[src/rtl/eq_band_mixer_if.sv]
// eq_band_mixer_if -- sample-set / mixed-output bundle for eq_band_mixer.
//
// Optional macro: EQ_SAT_FLAG_EN adds the sat_flag signal.
//
// Signals:
//   seq_vld                      one-cycle strobe, new sample set present
//   lp_in, b1_in, b2_in,
//   b3_in, hp_in                 signed 16-bit band samples
//   POT_LP..POT_HP               unsigned 12-bit band gains
//   VOLUME                       unsigned 12-bit master volume
//   aud_out                      signed 16-bit mixed, volume-scaled sample
//   out_vld                      one-cycle pulse, aud_out updated
//   busy                         mixer is working on a sample set
//   sat_flag (EQ_SAT_FLAG_EN)    last result was clamped
// Modports: master = sample-set producer, slave = the mixer.
interface eq_band_mixer_if;
  logic               seq_vld;
  logic signed [15:0] lp_in;
  logic signed [15:0] b1_in;
  logic signed [15:0] b2_in;
  logic signed [15:0] b3_in;
  logic signed [15:0] hp_in;
  logic        [11:0] POT_LP;
  logic        [11:0] POT_B1;
  logic        [11:0] POT_B2;
  logic        [11:0] POT_B3;
  logic        [11:0] POT_HP;
  logic        [11:0] VOLUME;
  logic signed [15:0] aud_out;
  logic               out_vld;
  logic               busy;
`ifdef EQ_SAT_FLAG_EN
  logic               sat_flag;
`endif

  modport master (
    output seq_vld, lp_in, b1_in, b2_in, b3_in, hp_in,
    output POT_LP, POT_B1, POT_B2, POT_B3, POT_HP, VOLUME,
`ifdef EQ_SAT_FLAG_EN
    input  sat_flag,
`endif
    input  aud_out, out_vld, busy
  );

  modport slave (
    input  seq_vld, lp_in, b1_in, b2_in, b3_in, hp_in,
    input  POT_LP, POT_B1, POT_B2, POT_B3, POT_HP, VOLUME,
`ifdef EQ_SAT_FLAG_EN
    output sat_flag,
`endif
    output aud_out, out_vld, busy
  );
endinterface

[src/rtl/eq_band_mixer.sv]
// eq_band_mixer -- five-band gain/sum/volume mixer with one shared multiplier.
//
// A sample set is latched on seq_vld while idle, then one band per cycle is
// multiplied by its pot gain and accumulated (MAC, 5 cycles), then the sum is
// multiplied by VOLUME and saturated to 16-bit signed (VOL, 1 cycle).
// Throughput: one sample set per 7 clocks.
//
// Optional macro: EQ_SAT_FLAG_EN adds bus.sat_flag (1 when the clamp was hit).
//
// Ports:
//   clk    system clock
//   rst_n  asynchronous active-low reset
//   bus    eq_band_mixer_if.slave (samples, pots, volume in; aud_out,
//          out_vld, busy [, sat_flag] out)
// Parameters:
//   GAIN_SHIFT  right shift after each band multiply (11..12, 0x800 = unity at 11)
//   VOL_SHIFT   right shift after the volume multiply (12..13)
module eq_band_mixer #(
  parameter int GAIN_SHIFT = 11,
  parameter int VOL_SHIFT  = 12
) (
  input  logic           clk,
  input  logic           rst_n,
  eq_band_mixer_if.slave bus
);

  typedef enum logic [1:0] {IDLE, MAC, VOL} state_t;

  localparam logic signed [32:0] SAT_MAX = 33'sd32767;
  localparam logic signed [32:0] SAT_MIN = -33'sd32768;

  state_t state_reg, state_next;

  logic signed [15:0] sample_in  [5];
  logic        [11:0] pot_in     [5];
  logic signed [15:0] sample_reg [5];
  logic        [11:0] pot_reg    [5];
  logic        [11:0] vol_reg;
  logic        [2:0]  cnt_reg;
  logic signed [19:0] acc_reg;
  logic signed [15:0] aud_reg;
  logic               out_vld_reg;
  logic               busy_reg;

  assign sample_in[0] = bus.lp_in;
  assign sample_in[1] = bus.b1_in;
  assign sample_in[2] = bus.b2_in;
  assign sample_in[3] = bus.b3_in;
  assign sample_in[4] = bus.hp_in;
  assign pot_in[0]    = bus.POT_LP;
  assign pot_in[1]    = bus.POT_B1;
  assign pot_in[2]    = bus.POT_B2;
  assign pot_in[3]    = bus.POT_B3;
  assign pot_in[4]    = bus.POT_HP;

  // ---------------------------------------------------------------- FSM
  always_ff @(posedge clk or negedge rst_n) begin
    if (!rst_n) state_reg <= IDLE;
    else        state_reg <= state_next;
  end

  always_comb begin
    state_next = state_reg;
    case (state_reg)
      IDLE:    if (bus.seq_vld) state_next = MAC;
      MAC:     if (cnt_reg == 3'd4) state_next = VOL;
      VOL:     state_next = IDLE;
      default: state_next = IDLE;
    endcase
  end

  // ------------------------------------------------- shared multiplier
  // Both operands are widened to the volume-path widths so one 20x13 signed
  // multiplier serves the band products and the volume product.
  logic signed [19:0] mul_a;
  logic signed [12:0] mul_b;
  logic signed [32:0] mul_p;
  logic signed [19:0] band_term;
  logic signed [32:0] vol_val;
  logic signed [15:0] sat_val;
  logic               sat_hit;

  always_comb begin
    mul_a = {{4{sample_reg[cnt_reg][15]}}, sample_reg[cnt_reg]};
    mul_b = $signed({1'b0, pot_reg[cnt_reg]});
    if (state_reg == VOL) begin
      mul_a = acc_reg;
      mul_b = $signed({1'b0, vol_reg});
    end
  end

  assign mul_p     = mul_a * mul_b;
  // Arithmetic shift floors toward -inf; the result always fits 20 bits.
  assign band_term = 20'(mul_p >>> GAIN_SHIFT);
  assign vol_val   = mul_p >>> VOL_SHIFT;

  always_comb begin
    sat_val = vol_val[15:0];
    sat_hit = 1'b0;
    if (vol_val > SAT_MAX) begin
      sat_val = 16'sh7FFF;
      sat_hit = 1'b1;
    end else if (vol_val < SAT_MIN) begin
      sat_val = 16'sh8000;
      sat_hit = 1'b1;
    end
  end

  // ------------------------------------------------------------ datapath
  always_ff @(posedge clk or negedge rst_n) begin
    if (!rst_n) begin
      for (int i = 0; i < 5; i++) begin
        sample_reg[i] <= '0;
        pot_reg[i]    <= '0;
      end
      vol_reg     <= '0;
      cnt_reg     <= '0;
      acc_reg     <= '0;
      aud_reg     <= '0;
      out_vld_reg <= 1'b0;
      busy_reg    <= 1'b0;
    end else begin
      out_vld_reg <= 1'b0;
      busy_reg    <= (state_next != IDLE);
      case (state_reg)
        IDLE: begin
          if (bus.seq_vld) begin
            for (int i = 0; i < 5; i++) begin
              sample_reg[i] <= sample_in[i];
              pot_reg[i]    <= pot_in[i];
            end
            vol_reg <= bus.VOLUME;
            acc_reg <= '0;
            cnt_reg <= '0;
          end
        end
        MAC: begin
          acc_reg <= acc_reg + band_term;
          cnt_reg <= (cnt_reg == 3'd4) ? 3'd0 : cnt_reg + 3'd1;
        end
        VOL: begin
          aud_reg     <= sat_val;
          out_vld_reg <= 1'b1;
        end
        default: ;
      endcase
    end
  end

  assign bus.aud_out = aud_reg;
  assign bus.out_vld = out_vld_reg;
  assign bus.busy    = busy_reg;

`ifdef EQ_SAT_FLAG_EN
  logic sat_flag_reg;
  always_ff @(posedge clk or negedge rst_n) begin
    if (!rst_n)                sat_flag_reg <= 1'b0;
    else if (state_reg == VOL) sat_flag_reg <= sat_hit;
  end
  assign bus.sat_flag = sat_flag_reg;
`else
  // Clamp indication is only exported when the flag port exists.
  logic sat_unused;
  assign sat_unused = sat_hit;
`endif

endmodule
[src/flat_wrapper.sv]
// flat-port wrapper written by rule: the top's interface ports become plain ports
module eq_band_mixer_flat 
#(
  parameter int GAIN_SHIFT = 11,
  parameter int VOL_SHIFT  = 12
)
  (clk, rst_n, bus_seq_vld, bus_lp_in, bus_b1_in, bus_b2_in, bus_b3_in, bus_hp_in, bus_POT_LP, bus_POT_B1, bus_POT_B2, bus_POT_B3, bus_POT_HP, bus_VOLUME, bus_aud_out, bus_out_vld, bus_busy);
  eq_band_mixer_if bus_i ();
  input  logic clk;
  input  logic rst_n;
  input wire logic [$bits(bus_i.seq_vld)-1:0] bus_seq_vld;
  input wire logic [$bits(bus_i.lp_in)-1:0] bus_lp_in;
  input wire logic [$bits(bus_i.b1_in)-1:0] bus_b1_in;
  input wire logic [$bits(bus_i.b2_in)-1:0] bus_b2_in;
  input wire logic [$bits(bus_i.b3_in)-1:0] bus_b3_in;
  input wire logic [$bits(bus_i.hp_in)-1:0] bus_hp_in;
  input wire logic [$bits(bus_i.POT_LP)-1:0] bus_POT_LP;
  input wire logic [$bits(bus_i.POT_B1)-1:0] bus_POT_B1;
  input wire logic [$bits(bus_i.POT_B2)-1:0] bus_POT_B2;
  input wire logic [$bits(bus_i.POT_B3)-1:0] bus_POT_B3;
  input wire logic [$bits(bus_i.POT_HP)-1:0] bus_POT_HP;
  input wire logic [$bits(bus_i.VOLUME)-1:0] bus_VOLUME;
  output wire logic [$bits(bus_i.aud_out)-1:0] bus_aud_out;
  output wire logic [$bits(bus_i.out_vld)-1:0] bus_out_vld;
  output wire logic [$bits(bus_i.busy)-1:0] bus_busy;
  assign bus_i.seq_vld = bus_seq_vld;
  assign bus_i.lp_in = bus_lp_in;
  assign bus_i.b1_in = bus_b1_in;
  assign bus_i.b2_in = bus_b2_in;
  assign bus_i.b3_in = bus_b3_in;
  assign bus_i.hp_in = bus_hp_in;
  assign bus_i.POT_LP = bus_POT_LP;
  assign bus_i.POT_B1 = bus_POT_B1;
  assign bus_i.POT_B2 = bus_POT_B2;
  assign bus_i.POT_B3 = bus_POT_B3;
  assign bus_i.POT_HP = bus_POT_HP;
  assign bus_i.VOLUME = bus_VOLUME;
  assign bus_aud_out = bus_i.aud_out;
  assign bus_out_vld = bus_i.out_vld;
  assign bus_busy = bus_i.busy;
  eq_band_mixer #(.GAIN_SHIFT(GAIN_SHIFT), .VOL_SHIFT(VOL_SHIFT)) u_core (.clk(clk), .rst_n(rst_n), .bus(bus_i));
endmodule
[config.mk]
export PLATFORM = sky130hd
export DESIGN_NAME = eq_band_mixer_flat
export DESIGN_NICKNAME = d
export VERILOG_FILES = /design/src/rtl/eq_band_mixer_if.sv /design/src/rtl/eq_band_mixer.sv /design/src/flat_wrapper.sv
export SDC_FILE = /design/constraint.sdc
export NUM_CORES = 1
export LEC_CHECK = 0
export ABC_AREA = 1
export CAP_MARGIN = 5
export CORE_AREA = 2 2 218 220
export CTS_CLUSTER_SIZE = 40
export DETAILED_ROUTE_END_ITERATION = 10
export DIE_AREA = 0 0 220 222
export DONT_BUFFER_PORTS = 1
export SLEW_MARGIN = 30
export SYNTH_ARGS = -nofsm -noshare
export SYNTH_HDL_FRONTEND = slang
export SYNTH_SLANG_ARGS = --single-unit
[constraint.sdc]
create_clock -name clk -period 7.9 [get_ports clk]
set_input_delay 1.58 -clock clk [delete_from_list [all_inputs] [get_ports clk]]
set_output_delay 1.58 -clock clk [all_outputs]
set_load 0.005 [all_outputs]
# Yosys cells after proc, flatten, opt, wreduce, memory -nomap -nowiden
# Cells that the tools add are included.
[totals]
input_bits = 155
ff_bits = 195
output_inout_bits = 18
[classes]
addsub = 2
n_bitwise = 1
magnitude_cmp = 3
mux = 19
n_reduce_logical = 5
mul = 1
eq_ne = 4
[ops]
columns = ["cell", "n"]
rows = [
  ["$mux 16", 4],
  ["$bmux 16 s3", 1],
  ["$mux 20", 2],
  ["$pmux 20 s2", 1],
  ["$bmux 12 s3", 1],
  ["$mux 12", 3],
  ["$mul 20x13->33", 1],
  ["$gt 21x16->1 const B", 1],
  ["$lt 21x16->1 const B", 1],
  ["$add 20x20->20", 1],
  ["$mux 3", 2],
  ["$pmux 3 s2", 1],
  ["$ge 4x4->1 const B", 1],
  ["$mux 2", 2],
  ["$not 3->4", 1],
  ["$pmux 2 s2", 1],
  ["$reduce_and 2->1", 2],
  ["$reduce_bool 2->1", 2],
  ["$add 3x1->3 const B", 1],
  ["$eq 3x3->1 const B", 1],
  ["$eq 2x1->1 const B", 1],
  ["$eq 2x2->1 const B", 1],
  ["$logic_not 2->1", 1],
  ["$ne 2x2->1 const B", 1],
  ["$mux 1", 1],
]

# Logic depth before layout (Yosys ltp)
[depth]
word_depth = 9
depth_mapped = 48

# Worst setup path before layout
# OpenSTA, ideal clock, no wires.
[synth_path]
path_kind = "reg-to-reg"
startpoint = "register u_core.cnt_reg[0]"
endpoint = "register u_core.acc_reg[17]"
path_stages_with_launch = 40
slack_ns = 0.076
setup_ns = 0.134
period_less_slack_ns = 7.824
path_buffers = 3
arrival_time_ns = 7.690
cell_sequence = "dfrtp_1 > buf_6 > nor3_4 > clkbuf_1 > clkbuf_1 > a21oi_1 > a22oi_1 > inv_1 > nor2_1 > fa_1 > inv_1 > fa_1 > inv_1 > fa_1 > fa_1 > inv_1 > fa_1 > inv_1 > (+4 left out) > o31ai_1 > a31oi_1 > xnor2_1 > ha_1 > a21oi_1 > o21ai_0 > a21oi_1 > inv_1 > nand2_1 > inv_1 > nand2_1 > nand2_1 > a21oi_1 > o21ai_0 > a21boi_0 > or2_2 > nand3_1 > o21ai_0"
[synth_between]
elab_chain_len = 8
[synth_lines]
columns = ["item", "line_no", "source"]
rows = [
  ["from (decl)", "eq_band_mixer.sv:39", "logic [2:0] cnt_reg;"],
  ["from (signal assigned)", "eq_band_mixer.sv:139", "cnt_reg <= (cnt_reg == 3'd4) ? 3'd0 : cnt_reg + 3'd1;"],
  ["$not 3->4 (implied by the code) *", "eq_band_mixer.sv:84, eq_band_mixer.sv:85", ""],
  ["$bmux 16 s3 or $bmux 12 s3 (tied branches)", "eq_band_mixer.sv:84, eq_band_mixer.sv:85", ""],
  ["$mux 16 (implied by the code) or $mux 12 (tied branches) (2 in a row)", "eq_band_mixer.sv:84, eq_band_mixer.sv:85", ""],
  ["$mux 20 or $mux 12 (tied branches)", "eq_band_mixer.sv:86", "if (state_reg == VOL) begin"],
  ["$mul 20x13->33 *", "eq_band_mixer.sv:92", "assign mul_p = mul_a * mul_b;"],
  ["$add 20x20->20 *", "eq_band_mixer.sv:138", "acc_reg <= acc_reg + band_term;"],
  ["$pmux 20 s2 *", "eq_band_mixer.sv:125", "case (state_reg)"],
  ["to (signal assigned)", "eq_band_mixer.sv:138", ""],
  ["to (decl)", "eq_band_mixer.sv:40", "logic signed [19:0] acc_reg;"],
]
# Mark *: on every way between the ends. The rest lies on a longest branch, timed or not. The select of a mux whose other input is x is not followed.
# A chain may end at the register's enable or synchronous reset.

# Worst setup path in the final report
[layout_path]
startpoint = "register u_core.cnt_reg[0]"
endpoint = "register u_core.acc_reg[18]"
# The elaborated chain is that of the path after synthesis.

==> metrics.txt <==
# TYPE chip_impl_metric gauge
chip_impl_metric{name="multi_input_area",unit="sq um"} 12770
chip_impl_info{name="cts_tree",value="built"} 1
chip_impl_metric{name="synth.lib_cells_used.distinct",unit=""} 51
chip_impl_info{name="setup.worst_path.end_class",value="register"} 1
chip_impl_info{name="crit_top_cell",value="sky130_fd_sc_hd__fa_1"} 1
chip_impl_metric{name="num_rows",unit=""} 79
chip_impl_metric{name="crit_buf_inv",unit=""} 9
chip_impl_metric{name="required",unit="ps"} 8200
chip_impl_metric{name="dpl_cell_area",unit="sq um"} 20570
chip_impl_metric{name="yosys_warnings",unit=""} 0
chip_impl_metric{name="grt-ovfl-total",unit=""} 0
chip_impl_metric{name="place.gp.congestion",unit=""} 0.8830
chip_impl_info{name="layout.cells.most_common_list",value="sky130_fd_sc_hd__inv_1, sky130_fd_sc_hd__nand2_1, sky130_fd_sc_hd__buf_4"} 1
chip_impl_metric{name="grt_max_degree",unit=""} 196
chip_impl_metric{name="slew_violations",unit=""} 0
chip_impl_metric{name="dp_wirelength",unit="um"} 42230
chip_impl_metric{name="hold_violations",unit=""} 0
chip_impl_metric{name="core_area",unit="sq um"} 46260
chip_impl_metric{name="detail_route.drc_violations",unit=""} 0
chip_impl_metric{name="ctsLongestPathBuffers",unit=""} 2
chip_impl_metric{name="floorplan.io_pins",unit=""} 173
chip_impl_metric{name="largest_reg_flops",unit=""} 80
chip_impl_metric{name="cts.htree.levels",unit=""} 4
chip_impl_metric{name="timing.hold.ws",unit="ps"} 498.8
chip_impl_metric{name="slew_headroom",unit=""} 0.3812
chip_impl_metric{name="hold_bufs_inserted_after_cts",unit=""} 0
chip_impl_metric{name="floorplan.die_area",unit="sq um"} 48840
chip_impl_metric{name="critical-path-max-stage-delay",unit="ps"} 580
chip_impl_metric{name="layout_min_cycle_time",unit="ps"} 7756
chip_impl_metric{name="final_design_area_no_fill",unit="sq um"} 22900
chip_impl_metric{name="post_drt_wl_per_cell",unit="um"} 18.27
chip_impl_metric{name="floorplan.die.height",unit="um"} 222
chip_impl_metric{name="max_slew.worst_pin.slew",unit="ps"} 928.3
chip_impl_metric{name="synth_area_per_cell",unit="sq um"} 8.925
chip_impl_metric{name="syn_to_final_growth",unit="%"} 24.56
chip_impl_metric{name="first_pass_iters",unit=""} 5
chip_impl_metric{name="clock.fmax",unit="GHz"} 0.1289
chip_impl_info{name="final_common_cell",value="sky130_fd_sc_hd__inv_1"} 1
chip_impl_metric{name="initial_utilization",unit=""} 0.3975
chip_impl_metric{name="crit_path_max_fanout",unit=""} 8
chip_impl_info{name="worst_setup_path_start_kind",value="register"} 1
chip_impl_metric{name="vias_per_cell",unit=""} 5.124
chip_impl_metric{name="met2WireLength",unit="um"} 25860
chip_impl_metric{name="num-fill-cells",unit=""} 4352
chip_impl_metric{name="final_net_count",unit=""} 2748
chip_impl_metric{name="drtIter0Drc",unit=""} 979
chip_impl_metric{name="portion_of_the_clock_cycle_consumed_by_the_worst_path_in_the_final_layout",unit=""} 0.9818
chip_impl_metric{name="fin_worst_skew",unit="ps"} 22.86
chip_impl_metric{name="seq_area",unit="sq um"} 4881
chip_impl_metric{name="synthCells",unit=""} 2060
chip_impl_info{name="crit_path_start",value="u_core.cnt_reg[0]$_DFFE_PN0P_"} 1
chip_impl_metric{name="totalWireLength",unit="um"} 53130
chip_impl_metric{name="layout-drive-gt1-share",unit=""} 0.2993
chip_impl_metric{name="netlist_area",unit="sq um"} 18390
chip_impl_info{name="worst_hold_startpoint",value="u_core.vol_reg[0]$_DFFE_PN0P_"} 1
chip_impl_metric{name="port_buffers",unit=""} 0
chip_impl_metric{name="clock-sinks",unit=""} 195
chip_impl_info{name="clk_root_buffer_cell",value="sky130_fd_sc_hd__clkbuf_16"} 1
chip_impl_info{name="outcome",value="finished clean"} 1
chip_impl_metric{name="wire_length_of_the_first_global_routing_pass",unit="um"} 82550
chip_impl_info{name="type_of_the_worst_setup_path",value="reg2reg"} 1
chip_impl_info{name="crit_path_top_delay_cell",value="sky130_fd_sc_hd__fa_1"} 1
chip_impl_metric{name="antenna_found_initial",unit=""} 14
chip_impl_info{name="top_layer",value="met5"} 1
chip_impl_metric{name="pre_cts_ws",unit="ps"} -137.4
chip_impl_metric{name="detail_route.wirelength.met1",unit="um"} 22910
chip_impl_info{name="rsz0062_at_grt",value="true"} 1
chip_impl_metric{name="postSynthRegisterBits",unit=""} 195
chip_impl_metric{name="met3_length",unit="um"} 2915
chip_impl_metric{name="worst_setup_hold_path_clk_slew",unit="ps"} 80
chip_impl_metric{name="antenna_left",unit=""} 0
chip_impl_metric{name="num_vias",unit=""} 14900
chip_impl_metric{name="mappedNetlistNets",unit=""} 2526
chip_impl_metric{name="sequential_element_share_of_the_synthesized_area",unit=""} 0.2654
chip_impl_metric{name="floorplan.die.width",unit="um"} 220
chip_impl_metric{name="clock_insertion_delay_worst_skew",unit="ps"} 470
chip_impl_metric{name="globalRouteTotalUtil",unit=""} 0.2174
chip_impl_info{name="family_with_the_most_delay_on_the_worst_path",value="adder cells"} 1
chip_impl_info{name="hold_path.class",value="reg2reg"} 1
chip_impl_info{name="reg2reg_from",value="u_core.cnt_reg[0]$_DFFE_PN0P_"} 1
chip_impl_metric{name="number_of_buffers_created_by_cts",unit=""} 17
chip_impl_metric{name="number_of_global_route_vias_before_repair",unit=""} 15370
chip_impl_metric{name="drv.max_cap_violation_count",unit=""} 0
chip_impl_metric{name="finalSetupViolations",unit=""} 0
chip_impl_metric{name="worstPathArrival",unit="ps"} 8050
chip_impl_metric{name="timing.final.ws_setup",unit="ps"} 143.8
-- what timing repair did --
| item | in CTS | in global routing |
|---|---|---|
| pin swaps | 0 | 101 |
| cloned | 0 | 4 |
| endpoints found under the setup margin | 6 | 16 |
| setup buffers | 4 | 53 |
| resized for setup | 27 | 272 |
-- Yosys cell counts (all sizes together) --
| master | n | area (sq um) |
|---|---|---|
| nand4 | 5 | 37.53 |
| xnor2 | 13 | 113.9 |
| nand3 | 31 | 160.1 |
| o2111ai | 1 | 8.760 |
| nor2 | 258 | 992.2 |
| nor3 | 10 | 61.31 |
| nor3b | 1 | 7.510 |
| a221o | 9 | 90.09 |
| a2111oi | 2 | 17.52 |
| nor4 | 2 | 12.51 |
| o221a | 1 | 11.26 |
| a31oi | 15 | 93.84 |
| clkinv | 5 | 18.77 |
| fa | 218 | 4364 |
| a21oi | 96 | 533.0 |
| o21ai | 89 | 445.4 |
| ha | 93 | 1164 |
| xor2 | 21 | 202.7 |
| a21boi | 2 | 15.01 |
| dfrtp | 195 | 4880 |
| or2 | 2 | 12.52 |
| buf | 14 | 95.09 |
| a22oi | 14 | 105.1 |
| inv | 397 | 1490 |
| clkbuf | 57 | 214.0 |
| o21a | 12 | 90.09 |
| a22o | 1 | 8.760 |
| o31ai | 3 | 22.52 |
| and3 | 2 | 12.51 |
| a21o | 7 | 52.55 |
| o21bai | 3 | 22.52 |
| o211ai | 2 | 15.01 |
| o22ai | 40 | 250.2 |
| mux2 | 138 | 1554 |
| nand2 | 301 | 1212 |
-- path summary, 6_finish.rpt --
| path | cells past startpoint | slack, ps | endpoint |
|---|---|---|---|
| setup / recovery | 37 | 140 | u_core.acc_reg[18]$_DFFE_PN0P_ |
| hold / removal | 1 | 500 | u_core.vol_reg[0]$_DFFE_PN0P_ |
| setup reg to reg | 37 | 140 | u_core.acc_reg[18]$_DFFE_PN0P_ |
| hold reg to reg | 1 | 500 | u_core.vol_reg[0]$_DFFE_PN0P_ |
| max in group asynchronous | 0 | 6580 | u_core.bus.aud_out[4]$_DFFE_PN0P_ |
| min in group asynchronous | 0 | 810 | u_core.pot_reg[44]$_DFFE_PN0P_ |
-- through the flow --
| stage | instances | TNS (ps) | utilization |
|---|---|---|---|
| CTS | 2846 | 0 | 0.4599 |
| finish | 2908 | 0 | 0.4951 |
| detailed placement | 2810 | -313.3 | 0.4446 |
| floorplan | 2060 | 0 | - |
| global placement | 2810 | -33.16 | 0.4446 |
| global route | 2906 | -470.5 | 0.4950 |
-- cell type report --
type,count,share of cell area
Timing Repair inverter,1,0.0003278
Inverter,402,0.06758
Multi-Input combinational cell,1392,0.5575
Antenna cell,6,0.0006556
Clock inverter,14,0.006611
Clock buffer,18,0.01874
Sequential cell,195,0.2131
Tap cell,607,0.03316
Timing Repair Buffer,273,0.1023
-- layer usage --
layer / vias to the layer above / global-route usage
met1: 7454 / 0.2881
met3: 88 / 0.03868
met2: 415 / 0.3632
li1: 6927 / -
met4: 16 / 0.06300
met5: - / 0
-- logic make-up after synthesis --
kind of cell,Yosys count,share of synthesized area
flip-flops,195,0.2654
adder cells (fa/ha/maj),311,0.3006
AND/OR/NAND/NOR,612,0.1364
multiplexers,138,0.08452
AO/OA/AOI/OAI,297,0.09690
buffers and inverters,473,0.09888
XOR/XNOR,34,0.01722
Power is not shown: default switching activity piles up to over one toggle a cycle in this logic, so the estimate is an artifact.
